`config.mk`:
```
export PLATFORM = sky130hd
export DESIGN_NAME = forward_scoreboard
export DESIGN_NICKNAME = d
export VERILOG_FILES = /design/src/rtl/forward_scoreboard.sv
export SDC_FILE = /design/constraint.sdc
export NUM_CORES = 1
export LEC_CHECK = 0
export CAP_MARGIN = 5
export CORE_UTILIZATION = 30
export CTS_BUF_LIST = sky130_fd_sc_hd__clkbuf_4 sky130_fd_sc_hd__clkbuf_8 sky130_fd_sc_hd__clkbuf_16
export CTS_CLUSTER_SIZE = 10
export DETAILED_ROUTE_END_ITERATION = 7
export HOLD_SLACK_MARGIN = 0.02
export PLACE_DENSITY = 0.67
export SYNTH_ARGS = -nofsm -noshare
export SYNTH_HDL_FRONTEND = slang
export SYNTH_SLANG_ARGS = --single-unit
```
`constraint.sdc`:
```
create_clock -name CLK -period 4 [get_ports CLK]
set_clock_uncertainty 0.1 [all_clocks]
set_input_delay 1.2 -clock CLK [delete_from_list [all_inputs] [get_ports CLK]]
set_output_delay 1.2 -clock CLK [all_outputs]
set_load 0.01 [all_outputs]
```
`src/rtl/forward_scoreboard.sv`:
```
// forward_scoreboard: hazard unit for a 5-stage pipeline.
//   - Combinational operand-forwarding selects for the decode stage (branch
//     compare operands) and the execute stage.
//   - Load-use detection, which inserts one bubble into ID/EX.
//   - A two-state memory-wait FSM. It holds the pipeline for LOAD_LAT cycles
//     for every load that reaches the M stage.
// Optional feature: define FWD_PERF_CNT_EN to add the StallCycles and
// BubbleCount saturating performance counters.
// The CNT_W parameter must satisfy 2**CNT_W > LOAD_LAT.
//
// Handshake/timing note: there is no valid/ready interface here. Every
// output is valid in the same cycle as the inputs it depends on. The
// pipeline latches act on the stall/bubble outputs at the next rising CLK.
// While RST_N is low, every stall, bubble and select output is held at 0.
module forward_scoreboard #(
  parameter int ADDR_W   = 5,
  parameter int LOAD_LAT = 2,
  parameter int CNT_W    = 4
) (
  input  logic              CLK,
  input  logic              RST_N,
  input  logic [ADDR_W-1:0] RsAddr_D,
  input  logic [ADDR_W-1:0] RtAddr_D,
  input  logic [ADDR_W-1:0] RsAddr_E,
  input  logic [ADDR_W-1:0] RtAddr_E,
  input  logic [ADDR_W-1:0] RegDstAddr_E,
  input  logic [ADDR_W-1:0] RegDstAddr_M,
  input  logic [ADDR_W-1:0] RegDstAddr_W,
  input  logic              RegWriteEN_E,
  input  logic              RegWriteEN_M,
  input  logic              RegWriteEN_W,
  input  logic              MemRead_E,
  input  logic              MemRead_M,
  output logic              STALL_FD,
  output logic              STALL_EM,
  output logic              BUBBLE_E,
  output logic              BUBBLE_W,
  output logic [1:0]        Fwd1AddrSEL_D,
  output logic [1:0]        Fwd2AddrSEL_D,
  output logic [1:0]        Fwd1AddrSEL_E,
  output logic [1:0]        Fwd2AddrSEL_E,
`ifdef FWD_PERF_CNT_EN
  output logic [15:0]       StallCycles,
  output logic [15:0]       BubbleCount,
`endif
  output logic [0:0]        fsm_state
);

  // FSM encoding
  localparam logic [0:0] ST_RUN      = 1'b0;
  localparam logic [0:0] ST_MEM_WAIT = 1'b1;

  // Latency-derived constants. With LOAD_LAT of 0 the memory never stalls.
  // With LOAD_LAT of 1 the detect cycle alone covers the whole wait.
  localparam bit HAS_LAT  = (LOAD_LAT > 0);
  localparam bit LAT_ONE  = (LOAD_LAT == 1);
  localparam int LAT_M1_I = (LOAD_LAT > 0) ? (LOAD_LAT - 1) : 0;
  localparam logic [CNT_W-1:0] LAT_M1  = LAT_M1_I[CNT_W-1:0];
  localparam logic [CNT_W-1:0] CNT_ONE = {{(CNT_W-1){1'b0}}, 1'b1};

  // Select encodings
  localparam logic [1:0] SEL_NONE = 2'd0;
  localparam logic [1:0] SEL_NEAR = 2'd1;
  localparam logic [1:0] SEL_FAR  = 2'd2;

  logic [0:0]       state;
  logic [0:0]       state_nxt;
  logic [CNT_W-1:0] cnt;
  logic [CNT_W-1:0] cnt_nxt;
  logic             served;
  logic             served_nxt;

  logic             mem_stall;
  logic             load_use;

  logic hit_e_rs_d;
  logic hit_e_rt_d;
  logic hit_m_rs_d;
  logic hit_m_rt_d;
  logic hit_m_rs_e;
  logic hit_m_rt_e;
  logic hit_w_rs_e;
  logic hit_w_rt_e;

  // A producer matches a consumer only if it writes, its destination is not
  // the hard-wired zero register, and the addresses are equal.
  function automatic logic hit(input logic en, input logic [ADDR_W-1:0] dst,
                               input logic [ADDR_W-1:0] src);
    return en && (dst != '0) && (dst == src);
  endfunction

  // Address comparators for every producer/consumer pair in use
  always_comb begin
    hit_e_rs_d = hit(RegWriteEN_E, RegDstAddr_E, RsAddr_D);
    hit_e_rt_d = hit(RegWriteEN_E, RegDstAddr_E, RtAddr_D);
    hit_m_rs_d = hit(RegWriteEN_M, RegDstAddr_M, RsAddr_D);
    hit_m_rt_d = hit(RegWriteEN_M, RegDstAddr_M, RtAddr_D);
    hit_m_rs_e = hit(RegWriteEN_M, RegDstAddr_M, RsAddr_E);
    hit_m_rt_e = hit(RegWriteEN_M, RegDstAddr_M, RtAddr_E);
    hit_w_rs_e = hit(RegWriteEN_W, RegDstAddr_W, RsAddr_E);
    hit_w_rt_e = hit(RegWriteEN_W, RegDstAddr_W, RtAddr_E);
  end

  // Stall sources.
  // The memory wait holds the pipeline for a fresh M-stage load and for the
  // whole MEM_WAIT state. Load-use stalls are masked while the memory wait
  // is active. They are evaluated again once the pipeline moves.
  always_comb begin
    mem_stall = 1'b0;
    load_use  = 1'b0;
    if (RST_N) begin
      mem_stall = ((state == ST_RUN) && MemRead_M && !served && HAS_LAT) ||
                  (state == ST_MEM_WAIT);
      load_use  = MemRead_E && (hit_e_rs_d || hit_e_rt_d) && !mem_stall;
    end
  end

  // Next-state logic for the memory-wait FSM
  always_comb begin
    state_nxt  = state;
    cnt_nxt    = cnt;
    served_nxt = served;
    case (state)
      ST_RUN: begin
        if (mem_stall) begin
          if (LAT_ONE) begin
            served_nxt = 1'b1;
          end else begin
            state_nxt = ST_MEM_WAIT;
            cnt_nxt   = LAT_M1;
          end
        end else begin
          // The load that was just served has moved on. The next load seen
          // in M is a new one.
          served_nxt = 1'b0;
        end
      end
      ST_MEM_WAIT: begin
        if (cnt <= CNT_ONE) begin
          state_nxt  = ST_RUN;
          cnt_nxt    = '0;
          served_nxt = 1'b1;
        end else begin
          cnt_nxt = cnt - CNT_ONE;
        end
      end
      default: begin
        state_nxt  = ST_RUN;
        cnt_nxt    = '0;
        served_nxt = 1'b0;
      end
    endcase
  end

  // FSM state registers with synchronous active-low reset
  always_ff @(posedge CLK) begin
    if (!RST_N) begin
      state  <= ST_RUN;
      cnt    <= '0;
      served <= 1'b0;
    end else begin
      state  <= state_nxt;
      cnt    <= cnt_nxt;
      served <= served_nxt;
    end
  end

  // Pipeline control outputs. The mem_stall and load_use terms are already
  // forced to 0 during reset.
  always_comb begin
    STALL_FD = mem_stall || load_use;
    STALL_EM = mem_stall;
    BUBBLE_E = load_use;
    BUBBLE_W = mem_stall;
  end

  // Forwarding selects.
  // In D: the E-stage ALU result has priority, but not while E holds a load,
  //       because the loaded data does not exist yet.
  // In E: the youngest producer (M) has priority over W.
  always_comb begin
    Fwd1AddrSEL_D = SEL_NONE;
    Fwd2AddrSEL_D = SEL_NONE;
    Fwd1AddrSEL_E = SEL_NONE;
    Fwd2AddrSEL_E = SEL_NONE;
    if (RST_N) begin
      if (hit_e_rs_d && !MemRead_E) Fwd1AddrSEL_D = SEL_NEAR;
      else if (hit_m_rs_d)          Fwd1AddrSEL_D = SEL_FAR;

      if (hit_e_rt_d && !MemRead_E) Fwd2AddrSEL_D = SEL_NEAR;
      else if (hit_m_rt_d)          Fwd2AddrSEL_D = SEL_FAR;

      if (hit_m_rs_e)      Fwd1AddrSEL_E = SEL_NEAR;
      else if (hit_w_rs_e) Fwd1AddrSEL_E = SEL_FAR;

      if (hit_m_rt_e)      Fwd2AddrSEL_E = SEL_NEAR;
      else if (hit_w_rt_e) Fwd2AddrSEL_E = SEL_FAR;
    end
  end

  // Expose the FSM state for observation
  always_comb begin
    fsm_state = state;
  end

`ifdef FWD_PERF_CNT_EN
  // Saturating counters: cycles lost to any stall, and bubbles injected
  // into ID/EX
  always_ff @(posedge CLK) begin
    if (!RST_N) begin
      StallCycles <= '0;
      BubbleCount <= '0;
    end else begin
      if ((mem_stall || load_use) && (StallCycles != 16'hFFFF))
        StallCycles <= StallCycles + 16'd1;
      if (load_use && (BubbleCount != 16'hFFFF))
        BubbleCount <= BubbleCount + 16'd1;
    end
  end
`endif

endmodule
```
== After elaboration in Yosys (flattened, before gate mapping) ==
Index checks and enable logic that the tools add are counted.

* Flip-flop bits (word level): 6
* Bits of input ports: 42
* Output and inout bits: 13
* Logic and storage cells: 67

* Add/sub/neg operators: 1
* Magnitude comparators: 1
* Eq/ne operators: 11
* Multiplexer cells: 23
* Bitwise gates (word level): 1
* Reduce and logical (&&, ||, !) cells: 27

{| class="wikitable"
|+ Operators by type and width
! cell !! count
|-
| == test 5 bit || 8
|-
| two-way mux 2 bit || 12
|-
| logical AND 1 bit || 17
|-
| nonzero test 5 bit || 3
|-
| two-way mux 4 bit || 2
|-
| case mux 4 bit (2 select lines) || 1
|-
| two-way mux 1 bit || 6
|-
| <= comparator 4 x 1 -> 1 bit, second input constant || 1
|-
| inequality test 2 bit, second input constant || 2
|-
| case mux 1 bit (2 select lines) || 2
|-
| subtractor 4 x 1 -> 4 bit, second input constant || 1
|-
| logical NOT 1 bit || 3
|-
| logical OR 1 bit || 3
|-
| inequality test 2 x 1 -> 1 bit, second input constant || 1
|-
| AND reduction 2 bit || 1
|-
| NOT 1 bit || 1
|}

== Longest topological paths before layout ==
* Depth after elaboration: 8
* Mapped depth: 6
* Mapped depth without buffers: 6

== Worst setup path after synthesis ==
OpenSTA, ideal clock, no wires.

* Path kind: input -> output
* Start: input RegDstAddr_M[4]
* End: output Fwd1AddrSEL_E[1]
* Arrival time: 2.429 ns
* Data required time: 2.700 ns
* Setup slack: 0.271 ns
* Cell stages on the path: 5
* Path buffers: 1
* Path through: buf_2 or4_4 o21ai_2 nor4_1 nor4_2

* Longest elaborated chain between the ends: 5
* Elaborated cells on any way between the ends: 6
* Those cells by class: eq/ne (1); mux (2); reduce/logical (3)

{| class="wikitable"
|+ Ends and longest elaborated chain
! item !! RTL line !! RTL
|-
| start: declaration || 27 || <nowiki>input logic [ADDR_W-1:0] RegDstAddr_M,</nowiki>
|-
| nonzero test 5 bit || 89 || <nowiki>return en && (dst != '0) && (dst == src);</nowiki>
|-
| logical AND 1 bit || 89 ||
|-
| logical AND 1 bit * || 89 ||
|-
| two-way mux 2 bit * || 193 || <nowiki>if (hit_m_rs_e) Fwd1AddrSEL_E = SEL_NEAR;</nowiki>
|-
| two-way mux 2 bit * || 186 || <nowiki>if (RST_N) begin</nowiki>
|-
| end: declaration || 40 || <nowiki>output logic [1:0] Fwd1AddrSEL_E,</nowiki>
|}

Every way passes the cells marked *; elsewhere a longest branch is shown, timed or not.

== Worst setup path in the final report ==
* Start: input RtAddr_E[0]
* End: output Fwd2AddrSEL_E[0]

* Longest elaborated chain between the ends: 4

{| class="wikitable"
|+ Ends and longest elaborated chain
! item !! RTL line !! RTL
|-
| start: declaration || 25 || <nowiki>input logic [ADDR_W-1:0] RtAddr_E,</nowiki>
|-
| == test 5 bit || 89 ||
|-
| logical AND 1 bit || 89 ||
|-
| two-way mux 2 bit || 196 || <nowiki>if (hit_m_rt_e) Fwd2AddrSEL_E = SEL_NEAR;</nowiki>
|-
| two-way mux 2 bit || 186 ||
|-
| end: declaration || 41 || <nowiki>output logic [1:0] Fwd2AddrSEL_E,</nowiki>
|}

Every way passes these cells.

==> results.txt <==
The flow ran to the end, but the final reports show violations. The checks that failed: design-rule violations. The max-slew violation count is 0. The placeable core area came out at 2830 µm².

The area growth from synthesis to layout is 83.4%. STA puts the critical path data required time at 2700 ps. The total I/O pin count is 55. The post-synthesis area per instance is between 8 and 9 µm².

The accumulated negative setup slack is 0 ps. The via count of the first global-routing pass is a little over 1,000. The count of buffers added on input and output ports is 54.

The post-layout net count came out at 237. The max-cap violation count is 0. The TritonCTS clock tree is done. The CTS H-tree depth came out at 1. The top cell type's share of synthesized area is 0.208. The maximum cell stage delay along the critical path is 520 ps.

The final antenna-violating net count is 0. The area of the die is approximately 3300 µm². The root buffer cell chosen for the clock tree is sky130_fd_sc_hd__clkbuf_4.

After synthesis, the cell types taking the most area are sky130_fd_sc_hd__xnor2_1, sky130_fd_sc_hd__xor2_1, sky130_fd_sc_hd__dfxtp_1. On the critical path, the stage with the largest delay is an instance of sky130_fd_sc_hd__clkdlybuf4s50_1. For the worst-skew pair, the clock arrives at the later sink with an insertion delay of 250 ps.

The worst-case setup slack after placement came out at -604 ps. The number of clock sinks came out at 6. Dividing total power by cell area gives a power density of about 170 nW/µm².

The number of distinct library cell variants in the gate-level netlist after synthesis is 36. The vertical extent of the die is roughly 58 µm. The fraction of layout cells with a size suffix above 1 came out at 0.304. Setup repair after global routing left no endpoint under its margin.

The actual slew at the worst max-slew pin is roughly 510 ps. Based on the critical path, the design can be clocked at up to 254 MHz. Grouping stages by cell kind, the critical path spends the most delay in simple AND/OR/NAND/NOR gates.

The total buffers and inverters traversed by the critical path is 2. By startpoint and endpoint, the worst setup path is classified as input port to output pin. The data arrival time of the worst path is 2630 ps. The clock-pin slew reported for the worst setup and hold paths after clock tree synthesis came out at 40 ps. The number of antenna diodes in the final layout is 0. Global routing finished with a remaining overflow of 0.

The hold buffer count at CTS is 0. For this design the static power due to leakage is 0.000761 µW. The global-route wire length before repair came out at approximately 4500 µm.

In the finished design, the share of the clock period the worst path needs comes to 0.982. The number of setup violations in the final report is 0. The post-synthesis cell type with the largest combined area is sky130_fd_sc_hd__xnor2_1. The buffer levels on the longest clock path came out at 2. The synthesized netlist net count is ~160. The synthesized netlist cell count came out at roughly 120. The maximum fanout along the worst path is 2.

The filler cells instantiated in the layout total around 260. The number of buffers created by CTS came out at 3. After detailed routing, the number of remaining DRC violations is 2. The sort of element at the start of the critical path is an input port. The floorplan has 19 rows.

For this block, the routed nets add up to 2820 µm of wire. The pin count of the biggest net entering global routing is 14. The register area share after synthesis came out at 0.130. The first-iteration detailed-routing DRC count is 24. VDD sags by at most about 0.067 mV.

The starting utilization of the core area is 0.327. The number of warnings reported in the yosys synthesis log is 0. The average vias per placed instance came out at roughly 5.0. The combined area of all synthesized cells is 925 µm². The tightest hold path in the finished design has a slack of 396 ps. The final routed wire length divided by cell count came out at about 13 µm. The number of flops mapped to enable cells by yosys came out at 0. The library cell with the highest instance count after synthesis is sky130_fd_sc_hd__xnor2_1. The kind of path behind the tightest hold check is flop to flop. STA classifies the critical path endpoint as an output pin. The final count of hold timing violations came to 0.

The number of flip-flops and latches in the synthesized netlist came out at 6. The commonest cells after synthesis are sky130_fd_sc_hd__xnor2_1, sky130_fd_sc_hd__xor2_1, sky130_fd_sc_hd__dfxtp_1, sky130_fd_sc_hd__nand3_1. The minimum clock period after layout is 3930 ps.

The number of search-and-repair iterations in the first detailed-routing pass came out at 6. The routability congestion estimate from global placement is around 0.93. The total global routing track utilization came out at 0.175. The critical path goes through clkdlybuf4s50_1 > xnor2_1 > nand3_1 > nor4_4 > and2_2 > buf_2. The initial antenna violation count came to 0.

Detailed routing inserted a total of 1,100 vias. The tightest slew margin relative to the limit is 0.659. The chip width is between 50 and 60 µm. For this run, the leading register cell type out of synthesis is sky130_fd_sc_hd__dfxtp_1. The least setup slack across all paths after layout came out at about 70 ps. The proportion of register bits with asynchronous set or reset after synthesis came out at 0.
registers in the layout, summed over array words and instances (netlist names):
name	count
fsm_state	1
cnt	4
served	1
report_power, final:
| part | switching (µW) | internal [µW] |
|---|---|---|
| Combinational | 73.0 | 93.3 |
| Sequential | 6.98 | 66.2 |
| Clock | 21.8 | 33.9 |
| Total | 102 | 193 |
worst paths after layout:
check | startpoint | endpoint | slack [ps] | cells past startpoint
hold reg to reg | served$_SDFFE_PN0P_ | served$_SDFFE_PN0P_ | 400 | 1
setup / recovery | RtAddr_E[0] | Fwd2AddrSEL_E[0] | 70 | 6
setup reg to reg | cnt[0]$_SDFFE_PN0P_ | cnt[1]$_SDFFE_PN0P_ | 2330 | 6
hold / removal | served$_SDFFE_PN0P_ | served$_SDFFE_PN0P_ | 400 | 1
final cells by class:
cell class / instances / area (µm²) / area share
multi-input combinational: 98 / 822 / 0.485
timing repair buffer: 81 / 681 / 0.401
sequential: 6 / 120 / 0.0708
tap: 31 / 38.8 / 0.0229
clock buffer: 3 / 22.5 / 0.0133
inverter: 3 / 11.3 / 0.00664
routing by layer:
layer  vias up  track usage  routed length [µm]
met2        32        0.322                1530
met5         -            0                   0
met1       510        0.200                1180
li1        558            -                   -
met3         0       0.0295                 104
met4         0       0.0627                   0
timing repair:
item / CTS / global route
gates cloned: 0 / 0
pin swaps: 14 / 10
endpoints found under the setup margin: 10 / 7
buffers inserted: 0 / 1
gates resized for setup: 73 / 17
logic make-up after synthesis:
family	share of synthesized area
adders and majority gates	0.0271
DFF	0.130
and+or+nand+nor	0.249
xor gates and xnor gates	0.379
AOI/OAI and AO/OA	0.156
buffers and inverters	0.0595
through the flow:
stage          total power (µW)  utilization  cells  instance area (µm²)
2_1_floorplan               149            -    115                  925
3_3_place_gp                239        0.585    218                 1660
3_5_place_dp                242        0.585    218                 1660
4_1_cts                     297        0.586    221                 1660
5_1_grt                     320        0.599    222                 1700
6_report                    295        0.599    222                 1700
cell usage in the layout, fill, tap and decap left out, drive strengths merged, types with 4 or more instances in the layout:
cell and count:
dlymetal6s2s 5, nand3 6, or4 5, nor4 6
dfxtp 6, buf 37, clkdlybuf4s50 17, and2 4
xor2 18, dlygate4sd2 17, xnor2 22, clkbuf 6
worst reg2reg max path, delay by kind of cell (launching register included):
kind	cells	cell delay (ps)
adder cells (fa/ha/maj)	1	190
flip-flops	1	320
AO/OA/AOI/OAI	2	590
AND/OR/NAND/NOR	2	250
buffers and inverters	1	100
Note: power is estimated with default switching activity, not from simulation.
